`config.mk`:
```
export PLATFORM = sky130hd
export DESIGN_NAME = rv32i_trace_buffer
export DESIGN_NICKNAME = d
export VERILOG_FILES = /design/src/rtl/rv32i_trace_pkg.sv /design/src/rtl/rv32i_trace_mem.sv /design/src/rtl/rv32i_trace_buffer.sv
export SDC_FILE = /design/constraint.sdc
export NUM_CORES = 1
export LEC_CHECK = 0
export CAP_MARGIN = 5
export CORE_ASPECT_RATIO = 0.7
export CORE_MARGIN = 4
export CORE_UTILIZATION = 35
export CTS_BUF_LIST = sky130_fd_sc_hd__clkbuf_4 sky130_fd_sc_hd__clkbuf_8
export DETAILED_ROUTE_END_ITERATION = 7
export PLACE_DENSITY = 0.61
export SETUP_SLACK_MARGIN = 0.05
export SLEW_MARGIN = 25
export SYNTH_ARGS = -nofsm -noshare
export SYNTH_HDL_FRONTEND = slang
export SYNTH_SLANG_ARGS = --single-unit
```
`constraint.sdc`:
```
create_clock -name clk -period 15.35 [get_ports clk]
set_clock_uncertainty 0.05 [all_clocks]
set_input_delay 3.07 -clock clk [delete_from_list [all_inputs] [get_ports clk]]
set_output_delay 3.07 -clock clk [all_outputs]
set_load 0.005 [all_outputs]
```
`src/rtl/rv32i_trace_pkg.sv`:
```
`default_nettype none
// ============================================================================
// Module  : rv32i_trace_pkg
// Brief   : Shared state encoding and trace-entry layout for the RV32I
//           retire trace buffer.
// Revision: 1.0 - initial release
// ============================================================================
package rv32i_trace_pkg;

    // Entry storage is laid out for a 32-bit core.
    localparam int unsigned TRACE_XLEN = 32;

    typedef enum logic [1:0] {
        ST_IDLE = 2'd0,
        ST_PRE  = 2'd1,
        ST_POST = 2'd2,
        ST_READ = 2'd3
    } trace_state_t;

    typedef struct packed {
        logic [TRACE_XLEN-1:0] pc;
        logic [31:0]           instr;
        logic                  rd_we;
        logic [4:0]            rd_addr;
        logic [TRACE_XLEN-1:0] rd_data;
    } trace_entry_t;

endpackage : rv32i_trace_pkg
`default_nettype wire

```
`src/rtl/rv32i_trace_mem.sv`:
```
`default_nettype none
// ============================================================================
// Module  : rv32i_trace_mem
// Brief   : DEPTH-entry trace storage, one synchronous write port and one
//           asynchronous read port. Contents are deliberately not reset.
// Revision: 1.0 - initial release
// ============================================================================
module rv32i_trace_mem
    import rv32i_trace_pkg::*;
#(
    parameter int DEPTH = 8,
    parameter int AW    = $clog2(DEPTH)
) (
    input  logic          clk,
    input  logic          i_we,
    input  logic [AW-1:0] i_waddr,
    input  trace_entry_t  i_wdata,
    input  logic [AW-1:0] i_raddr,
    output trace_entry_t  o_rdata
);

    trace_entry_t r_mem [DEPTH];

    always_ff @(posedge clk) begin
        if (i_we) begin
            r_mem[i_waddr] <= i_wdata;
        end
    end

    assign o_rdata = r_mem[i_raddr];

endmodule : rv32i_trace_mem
`default_nettype wire

```
`src/rtl/rv32i_trace_buffer.sv`:
```
`default_nettype none
// ============================================================================
// Module  : rv32i_trace_buffer
// Brief   : Circular retire-trace capture with PC-match / software trigger,
//           post-trigger window and oldest-first valid/ready readout.
// Revision: 1.0 - initial release
// ============================================================================
module rv32i_trace_buffer
    import rv32i_trace_pkg::*;
#(
    parameter int XLEN      = 32,
    parameter int DEPTH     = 8,
    parameter int POST_TRIG = 4
) (
    input  logic                     clk,
    input  logic                     rst_n,
    input  logic                     retire_valid,
    input  logic [XLEN-1:0]          retire_pc,
    input  logic [31:0]              retire_instr,
    input  logic                     retire_rd_we,
    input  logic [4:0]               retire_rd_addr,
    input  logic [XLEN-1:0]          retire_rd_data,
    input  logic                     arm,
    input  logic                     abort,
    input  logic                     trig_en,
    input  logic [XLEN-1:0]          trig_pc,
    input  logic                     force_trig,
    output logic                     out_valid,
    input  logic                     out_ready,
    output logic [XLEN-1:0]          out_pc,
    output logic [31:0]              out_instr,
    output logic                     out_rd_we,
    output logic [4:0]               out_rd_addr,
    output logic [XLEN-1:0]          out_rd_data,
    output logic                     out_last,
    output logic                     done,
    output logic [1:0]               state,
    output logic [$clog2(DEPTH):0]   count,
    output logic                     wrapped
);

    localparam int PTR_W = $clog2(DEPTH);
    localparam int CNT_W = PTR_W + 1;

    localparam logic [CNT_W-1:0] c_DEPTH      = CNT_W'(DEPTH);
    localparam logic [CNT_W-1:0] c_POST_FORCE = CNT_W'(POST_TRIG);
    localparam logic [CNT_W-1:0] c_POST_HIT   = CNT_W'(POST_TRIG - 1);
    localparam logic [CNT_W-1:0] c_ONE        = CNT_W'(1);

    trace_state_t     r_state;
    logic [PTR_W-1:0] r_wr_ptr;
    logic [PTR_W-1:0] r_rd_ptr;
    logic [CNT_W-1:0] r_count;
    logic [CNT_W-1:0] r_remaining;
    logic [CNT_W-1:0] r_rd_left;
    logic             r_wrapped;
    logic             r_done;
    logic             r_out_valid;

    logic             w_capturing;
    logic             w_we;
    logic             w_trig;
    logic             w_xfer;
    logic [PTR_W-1:0] w_wr_ptr_nxt;
    logic [CNT_W-1:0] w_count_nxt;
    logic [PTR_W-1:0] w_rd_start;
    trace_entry_t     w_wdata;
    trace_entry_t     w_rd_entry;

    always_comb begin
        w_capturing  = (r_state == ST_PRE) || (r_state == ST_POST);
        w_we         = w_capturing && retire_valid && !abort;
        w_trig       = (r_state == ST_PRE) &&
                       ((retire_valid && trig_en && (retire_pc == trig_pc)) || force_trig);
        w_xfer       = (r_state == ST_READ) && r_out_valid && out_ready;
        w_wr_ptr_nxt = r_wr_ptr + PTR_W'(w_we);
        w_count_nxt  = (w_we && (r_count != c_DEPTH)) ? (r_count + c_ONE) : r_count;
        // Oldest entry sits count slots behind the post-write pointer.
        w_rd_start   = w_wr_ptr_nxt - w_count_nxt[PTR_W-1:0];

        w_wdata         = '0;
        w_wdata.pc      = retire_pc;
        w_wdata.instr   = retire_instr;
        w_wdata.rd_we   = retire_rd_we;
        w_wdata.rd_addr = retire_rd_addr;
        w_wdata.rd_data = retire_rd_data;
    end

    rv32i_trace_mem #(
        .DEPTH (DEPTH),
        .AW    (PTR_W)
    ) u_mem (
        .clk     (clk),
        .i_we    (w_we),
        .i_waddr (r_wr_ptr),
        .i_wdata (w_wdata),
        .i_raddr (r_rd_ptr),
        .o_rdata (w_rd_entry)
    );

    always_ff @(posedge clk or negedge rst_n) begin
        if (!rst_n) begin
            r_state     <= ST_IDLE;
            r_wr_ptr    <= '0;
            r_rd_ptr    <= '0;
            r_count     <= '0;
            r_remaining <= '0;
            r_rd_left   <= '0;
            r_wrapped   <= 1'b0;
            r_done      <= 1'b0;
            r_out_valid <= 1'b0;
        end else begin
            r_done <= 1'b0;
            if (abort) begin
                r_state     <= ST_IDLE;
                r_count     <= '0;
                r_remaining <= '0;
                r_rd_left   <= '0;
                r_out_valid <= 1'b0;
            end else begin
                if (w_we) begin
                    r_wr_ptr <= w_wr_ptr_nxt;
                    r_count  <= w_count_nxt;
                    if (r_count == c_DEPTH) begin
                        r_wrapped <= 1'b1;
                    end
                end

                unique case (r_state)
                    ST_IDLE: begin
                        if (arm) begin
                            r_state     <= ST_PRE;
                            r_wr_ptr    <= '0;
                            r_count     <= '0;
                            r_remaining <= '0;
                            r_wrapped   <= 1'b0;
                        end
                    end
                    ST_PRE: begin
                        if (w_trig) begin
                            if (retire_valid && (c_POST_HIT == '0)) begin
                                r_state     <= ST_READ;
                                r_done      <= 1'b1;
                                r_out_valid <= 1'b1;
                                r_rd_ptr    <= w_rd_start;
                                r_rd_left   <= w_count_nxt;
                            end else begin
                                r_state     <= ST_POST;
                                r_remaining <= retire_valid ? c_POST_HIT : c_POST_FORCE;
                            end
                        end
                    end
                    ST_POST: begin
                        if (w_we) begin
                            r_remaining <= r_remaining - c_ONE;
                            if (r_remaining == c_ONE) begin
                                r_state     <= ST_READ;
                                r_done      <= 1'b1;
                                r_out_valid <= 1'b1;
                                r_rd_ptr    <= w_rd_start;
                                r_rd_left   <= w_count_nxt;
                            end
                        end
                    end
                    ST_READ: begin
                        if (w_xfer) begin
                            if (r_rd_left == c_ONE) begin
                                r_state     <= ST_IDLE;
                                r_count     <= '0;
                                r_rd_left   <= '0;
                                r_out_valid <= 1'b0;
                            end else begin
                                r_rd_ptr  <= r_rd_ptr + PTR_W'(1);
                                r_rd_left <= r_rd_left - c_ONE;
                            end
                        end
                    end
                    default: r_state <= ST_IDLE;
                endcase
            end
        end
    end

    // Fields read zero whenever nothing is being presented.
    assign out_valid   = r_out_valid;
    assign out_last    = r_out_valid && (r_rd_left == c_ONE);
    assign out_pc      = r_out_valid ? w_rd_entry.pc      : '0;
    assign out_instr   = r_out_valid ? w_rd_entry.instr   : '0;
    assign out_rd_we   = r_out_valid ? w_rd_entry.rd_we   : 1'b0;
    assign out_rd_addr = r_out_valid ? w_rd_entry.rd_addr : '0;
    assign out_rd_data = r_out_valid ? w_rd_entry.rd_data : '0;
    assign done        = r_done;
    assign state       = r_state;
    assign count       = r_count;
    assign wrapped     = r_wrapped;

endmodule : rv32i_trace_buffer
`default_nettype wire

```
==> results.md <==
* Status: finished, final reports clean
* Most used cell along the critical path: buf_6
* Top FF cell, synth: edfxtp_1
* # Max-Cap Violations at 0
* ANT nets after route at 0
* Crit-path max FO at 48
* I/O pin count at 254
* Switching share of power at 27.1%
* Register area share after synthesis at 76.0%
* Hold path start: r_remaining[1]
* Total wire length after detailed routing at 76900 um
* Initial Util at 35.6%
* Unrepaired setup endpoints after global routing: no
* Placed cell count at 2963
* Drt pass-1 iters at 5
* CTS Buffer Depth at 3
* Placed Area at 37100 sq um
* Inserted Clock Buffers at 134
* CP required at 12.23 ns
* Tmin final at 7.38 ns
* Final worst slack at 7.97 ns
* Power Total at 5.82 mW
* CP Launch Type: flop
* FFs w/ async S/R, synth at 2.74%
* Combinational power share at 22.2%
* CTS tree: done
* Synth Area per Inst at 21.6 sq um
* Mapped cell area at 33000 sq um
* Crit end category: output pin
* Syn-to-layout area delta at 20.4%
* Root Driver: clkbuf_8
* Syn_nets at 1686
* GP Congestion at 0.744
* Vias in the first global route at 17500
* WHS Endpoint: r_remaining[1]
* Lkg Pwr at 12.6 nW
* DIE WIDTH at 375 um
* Switching pwr at 1.57 mW
* Slew @ Worst Pin at 1.07 ns
* First-pass GRT wire length at 115000 um
* # setup viols final at 0
* Clock-pin transition on the worst setup and hold timing paths at 0.06 ns
* Overall global routing resource usage at 15.5%
* Largest net degree at the start of global routing at 103
* Syn Inst Count at 1529
* Internal at 4.24 mW
* Final non-filler cell area at 39800 sq um
* Setup TNS at 0 ns
* Part of the cycle the worst path needs at 48.0%
* PD cells at 146 nW/um^2
* # rows at 93
* Peak VDD IR at 0.0895 mV
* Seq pwr share at 45.6%
* Layout cells sized above 1 at 22.9%
* Average wire per standard cell at 24.1 um
* Hold Vio Cnt, Final at 0
* Cell Count, Final, Fillers Out at 3194
* Crit path kind: flop to output pin
* Headroom to the max-slew limit at 28.6%
* R2R Setup Slk at 10.99 ns
* Max-slew violation count at 0
* Clk pwr share at 32.2%
* R2r startpoint: state[0]
* Port bufs at 253
* Hold buffers post-CTS at 0
* Starting DRC count in detailed routing at 1092
* Worst-path cell chain: buf_6 -> buf_6 -> mux4_2 -> mux2i_1 -> nor2b_1 -> clkdlybuf4s50_1
* Slowest stage delay, CP at 0.74 ns
* DP HPWL at 41800 um
* CORE AREA at 92700 sq um
* Critical Path AT at 4.26 ns
* Reg2reg end: u_mem.r_mem[3][65]
* Synth cell types at 48
* Synth Warn # at 0
* Hold Path Depth at 1
* Worst Reg-to-Reg Cells at 8
* Setup WS pre-CTS at 7.97 ns
* Hold Crit Class: flop to flop
* Via count at 16100
* Die Ht at 265 um
* Initial antenna violation count at 11
* Post-CTS Setup Repair Bufs at 0
* Worst-Skew Late Latency at 0.79 ns
* Die area at 99400 sq um
* Post-synthesis register bit count at 839
* CP max-delay cell: dfrtp_4
* NumNets Final at 2022
* EDFF count, synth at 816
* Drt via density at 5.05
* Post-cts resize count at 0
* H-tree Lvls at 4
* Total gr overflow at 0
* DRC at 0
* Max Clk Rate at 136 MHz
* TritonCTS sink count at 839
[final cells by class]
cell class              instances  area (sq um)
clock buffers                 172          2150
repair buffers                275          2840
diodes                          3          7.51
clock inverters                55           438
inverters                      18          67.6
flip-flops and latches        839         25100
multi-input cells             597          7610
well taps                    1235          1550
fillers                      7983         53000
[metal layers]
metal	part of all wire, %	global-route usage [%]
met1	44	20.9
met2	48	24.8
met3	6.4	4.23
met4	1.7	4.34
met5	0.14	0
[stage by stage]
stage	hold WS, ns	utilization, %
final	0.443	42.9
after global routing	0.469	42.9
after CTS	0.445	42.8
after detailed placement	0.432	40.0
after global placement	0.423	40.0
after floorplan	0.408	-
[worst max-delay path by stage]
stage	slack (ns)	cells past startpoint	from	end
CTS	7.14	6	r_rd_ptr[0]	out_rd_addr[1]
detailed placement	7.97	7	abort	u_mem.r_mem[3][68]
global route	7.51	6	r_rd_ptr[0]	out_rd_data[7]
finish	7.97	6	r_rd_ptr[0]	out_rd_we
global placement	7.88	7	abort	u_mem.r_mem[7][17]
floorplan	1.46	2	abort	u_mem.r_mem[0][0]
[layout by cell type, fill, tap and decap left out, types with 14 or more instances in the layout]
| master | synthesis | routed |
|---|---|---|
| clkinv_1 | 0 | 25 |
| edfxtp_1 | 816 | 816 |
| ha_1 | 14 | 14 |
| inv_1 | 16 | 16 |
| clkdlybuf4s50_1 | 0 | 252 |
| nor2b_1 | 103 | 103 |
| mux2i_1 | 105 | 105 |
| nand2_1 | 18 | 18 |
| clkbuf_8 | 0 | 137 |
| dfrtp_1 | 23 | 19 |
| clkbuf_4 | 0 | 35 |
| mux4_2 | 204 | 204 |
| nor2_1 | 25 | 22 |
| xor2_1 | 29 | 29 |
[worst max-delay path, delay by kind of cell (launching register included)]
family,cells,cell delay (ns)
buffers and inverters,3,1.72
multiplexers,2,0.82
flip-flops,1,0.74
AND/OR/NAND/NOR,1,0.10
[sequential cells by signal, summed over array words and instances (netlist names)]
signal and flops:
done 1, out_valid 1, r_wr_ptr 3, r_rd_ptr 3, state 2, r_rd_left 4, count 4, r_remaining 4
u_mem.r_mem 816, wrapped 1
[synthesized netlist by cell type, types with 3 or more instances]
cell type	number	area share [%]
buf_1	17	0.19
ha_1	14	0.53
clkbuf_1	37	0.42
nand2b_1	7	0.13
edfxtp_1	816	74
nor3b_1	4	0.091
o21ai_1	7	0.11
o21ai_0	4	0.061
nand4_1	3	0.057
xnor2_1	9	0.24
mux2i_1	105	3.2
nor2b_1	103	2.0
nor3_1	8	0.12
a21oi_1	11	0.17
dfrtp_1	23	1.7
nor2_1	25	0.28
mux2_1	3	0.10
xor2_1	29	0.77
nand3_1	8	0.12
nor4_1	7	0.13
and3_1	3	0.057
nand2_1	18	0.20
buf_2	20	0.30
inv_1	16	0.18
mux4_2	204	14
[power groups by stage]
stage                     clock network [mW]  registers [mW]  logic [mW]
after floorplan                            0            2.65        1.01
final                                   1.87            2.65        1.29
after global routing                    2.06            2.66        1.41
after global placement                     0            2.73        1.28
after detailed placement                   0            2.73        1.30
after CTS                               1.94            2.68        1.30
[cell families after synthesis]
family | Yosys count | share of synthesized area, %
adders and majority gates | 15 | 0.591
DFF | 839 | 76.0
AOI/OAI and AO/OA | 40 | 0.803
and+or+nand+nor | 191 | 3.26
muxes | 313 | 17.2
xor gates and xnor gates | 38 | 1.01
buffers and inverters | 93 | 1.14
Note: power is estimated with default switching activity, not from simulation.
==> patch, RTL diff (config.mk and constraints unchanged) <==
One comparison of `r_count` changes from == to >=.
--- a/src/rtl/rv32i_trace_buffer.sv
+++ b/src/rtl/rv32i_trace_buffer.sv
@@ -123,3 +123,3 @@
                     r_count  <= w_count_nxt;
-                    if (r_count == c_DEPTH) begin
+                    if (r_count >= c_DEPTH) begin
                         r_wrapped <= 1'b1;
Formal check against the unedited RTL: same outputs for any inputs over 4 cycles, from zero or initial values and one cycle with rst_n low; that may be too few to reach the edited logic, so the function may still have changed.
==> patch against the original RTL <==
Routed wire length down 0.79%. Count of clock-buffer cells in the layout grew 7. Combinational power rose by 9%. Area after synthesis grew 0.36%. Total power grew 1.5%. First-iteration DRC count increased by 27%. Setup slack got worse by 0.11 ns. Non-clock buffer count grew 8. Final area about the same. Sequential cell count unchanged. Final cell count is 1.5% higher. Via count increased by 0.91%. Clock power is 3% lower. Critical path type unchanged. Critical endpoint is now out_instr[29]. Highest routed layer unchanged.
==> patch: results (changes against the original RTL) <==
status=complete, no violations; complex-gate fraction of the synthesized area=0.00808 (+0.0000470); clock buffer and inverter area fraction after layout=0.0635 (-0.00156); WL met3=4870 um (-0.75%); placed cells=2994 (+1.0%); Synth Area per Inst=21.5 um2 (-0.36%); total gr overflow=0 (unchanged); Max transition margin=0.312 (+0.0260); #MultiIn Comb=605 (+1.3%); Vias=16300 (+0.91%); Area contributors post-synth=edfxtp_1, mux4_2, mux2i_1, nor2b_1, dfrtp_1; clock buf count=179 (+4.1%); post-placement cell area=37200 um2 (+0.18%); Row Count=94 (+1.1%); Num CTS Buffers=135 (+0.75%); met1 wire length=34100 um (+0.87%); fill count=8112 (+1.6%); WL met2=35600 um (-3.3%); mux contribution to synthesized area=0.172 (-0.000385); htree depth=4 (unchanged); Antenna Cells=5 (+2); Mapped Nets=1697 (+0.65%); clk slew on worst S/H paths=0.06 ns (about the same); Reg area=25100 um2 (unchanged); Lkg Pwr=12.5 nW (-0.80%); register area share after synthesis=0.757 (-0.00270); Plain + repair buffers=283 (+2.9%); GRT Total Usage=0.153 (-0.00137); hold slack=0.477 ns (+0.0340 ns); Iter 0 DRT Violations=1386 (+27%); largest net degree at the start of global routing=109 (+5.8%); Routability Congestion=0.773 (+4.0%); Synth Area in Adders=0.00589 (-0.0000210); CP arrival=4.37 ns (+0.11 ns); Crit Reg-Reg Endpoint=u_mem.r_mem[2][34]; first-pass GRT wire length=113000 um (-1.3%); Max VDD drop=0.0695 mV (-22%); vias in the first global route=17600 (+0.55%); layout inverter count without the clock tree=21 (+3); reg2reg setup slack=11.95 ns (+0.96 ns); sequential cell area share=0.631 (about the same); initial antenna violation count=10 (-1); top cell types by occurrence after synthesis=edfxtp_1, mux4_2, mux2i_1; multi-input combinational area share=0.194 (+0.00208); Max stage delay on crit path=0.79 ns (+0.05 ns); global-route track usage on met3=0.0448 (+0.00250); drt total wl=76300 um (-0.79%); Synth Area in XOR/XNOR=0.0103 (+0.000229); share of post-route cells with drive strength above 1=0.233 (+0.00437); fin nets=2042 (+0.99%); post-synthesis cell type count=47 (-2.1%); pre-CTS setup slack=8.51 ns (+0.541 ns); Root Driver=clkbuf_8; met2 Use GR=0.234 (-0.0142); NonClk Buf Share=0.0706 (-0.000781); hold path depth=1 (unchanged); maximum fanout along the worst path=46 (-4.2%); Critical R2R Launch=state[1]; DR WL/cell=23.5 um (-2.2%); GR Layer Usage met1=0.213 (+0.00313)
-- patch: cell types whose count changed after synthesis, sizes merged, moves of 3 or more --
cell / unedited run / this run
and3: 3 / 0
buf: 38 / 49
clkbuf: 37 / 26
inv: 18 / 21
nand2: 18 / 22
nand2b: 7 / 4
nand3: 8 / 3
nor2: 25 / 19
nor4: 7 / 18
o21ai: 11 / 14
xnor2: 9 / 6
xor2: 29 / 33
-- patch: how the worst max path moves through the flow --
stage | startpoint | end | slack (ns)
after floorplan | abort | u_mem.r_mem[0][0] | 1.46
after global placement | r_rd_ptr[1] | out_instr[12] | 8.52
after detailed placement | r_rd_ptr[0] | out_instr[29] | 8.51
after CTS | r_rd_ptr[0] | out_instr[29] | 7.59
after global routing | r_rd_ptr[0] | out_instr[29] | 7.38
final | r_rd_ptr[0] | out_instr[29] | 7.86
-- patch: where the power goes --
group          total, mW  internal [mW]  switching (mW)
Combinational       1.40          0.749           0.653
Sequential          2.69           2.59          0.0955
Clock               1.81          0.941           0.871
Total               5.90           4.28            1.62
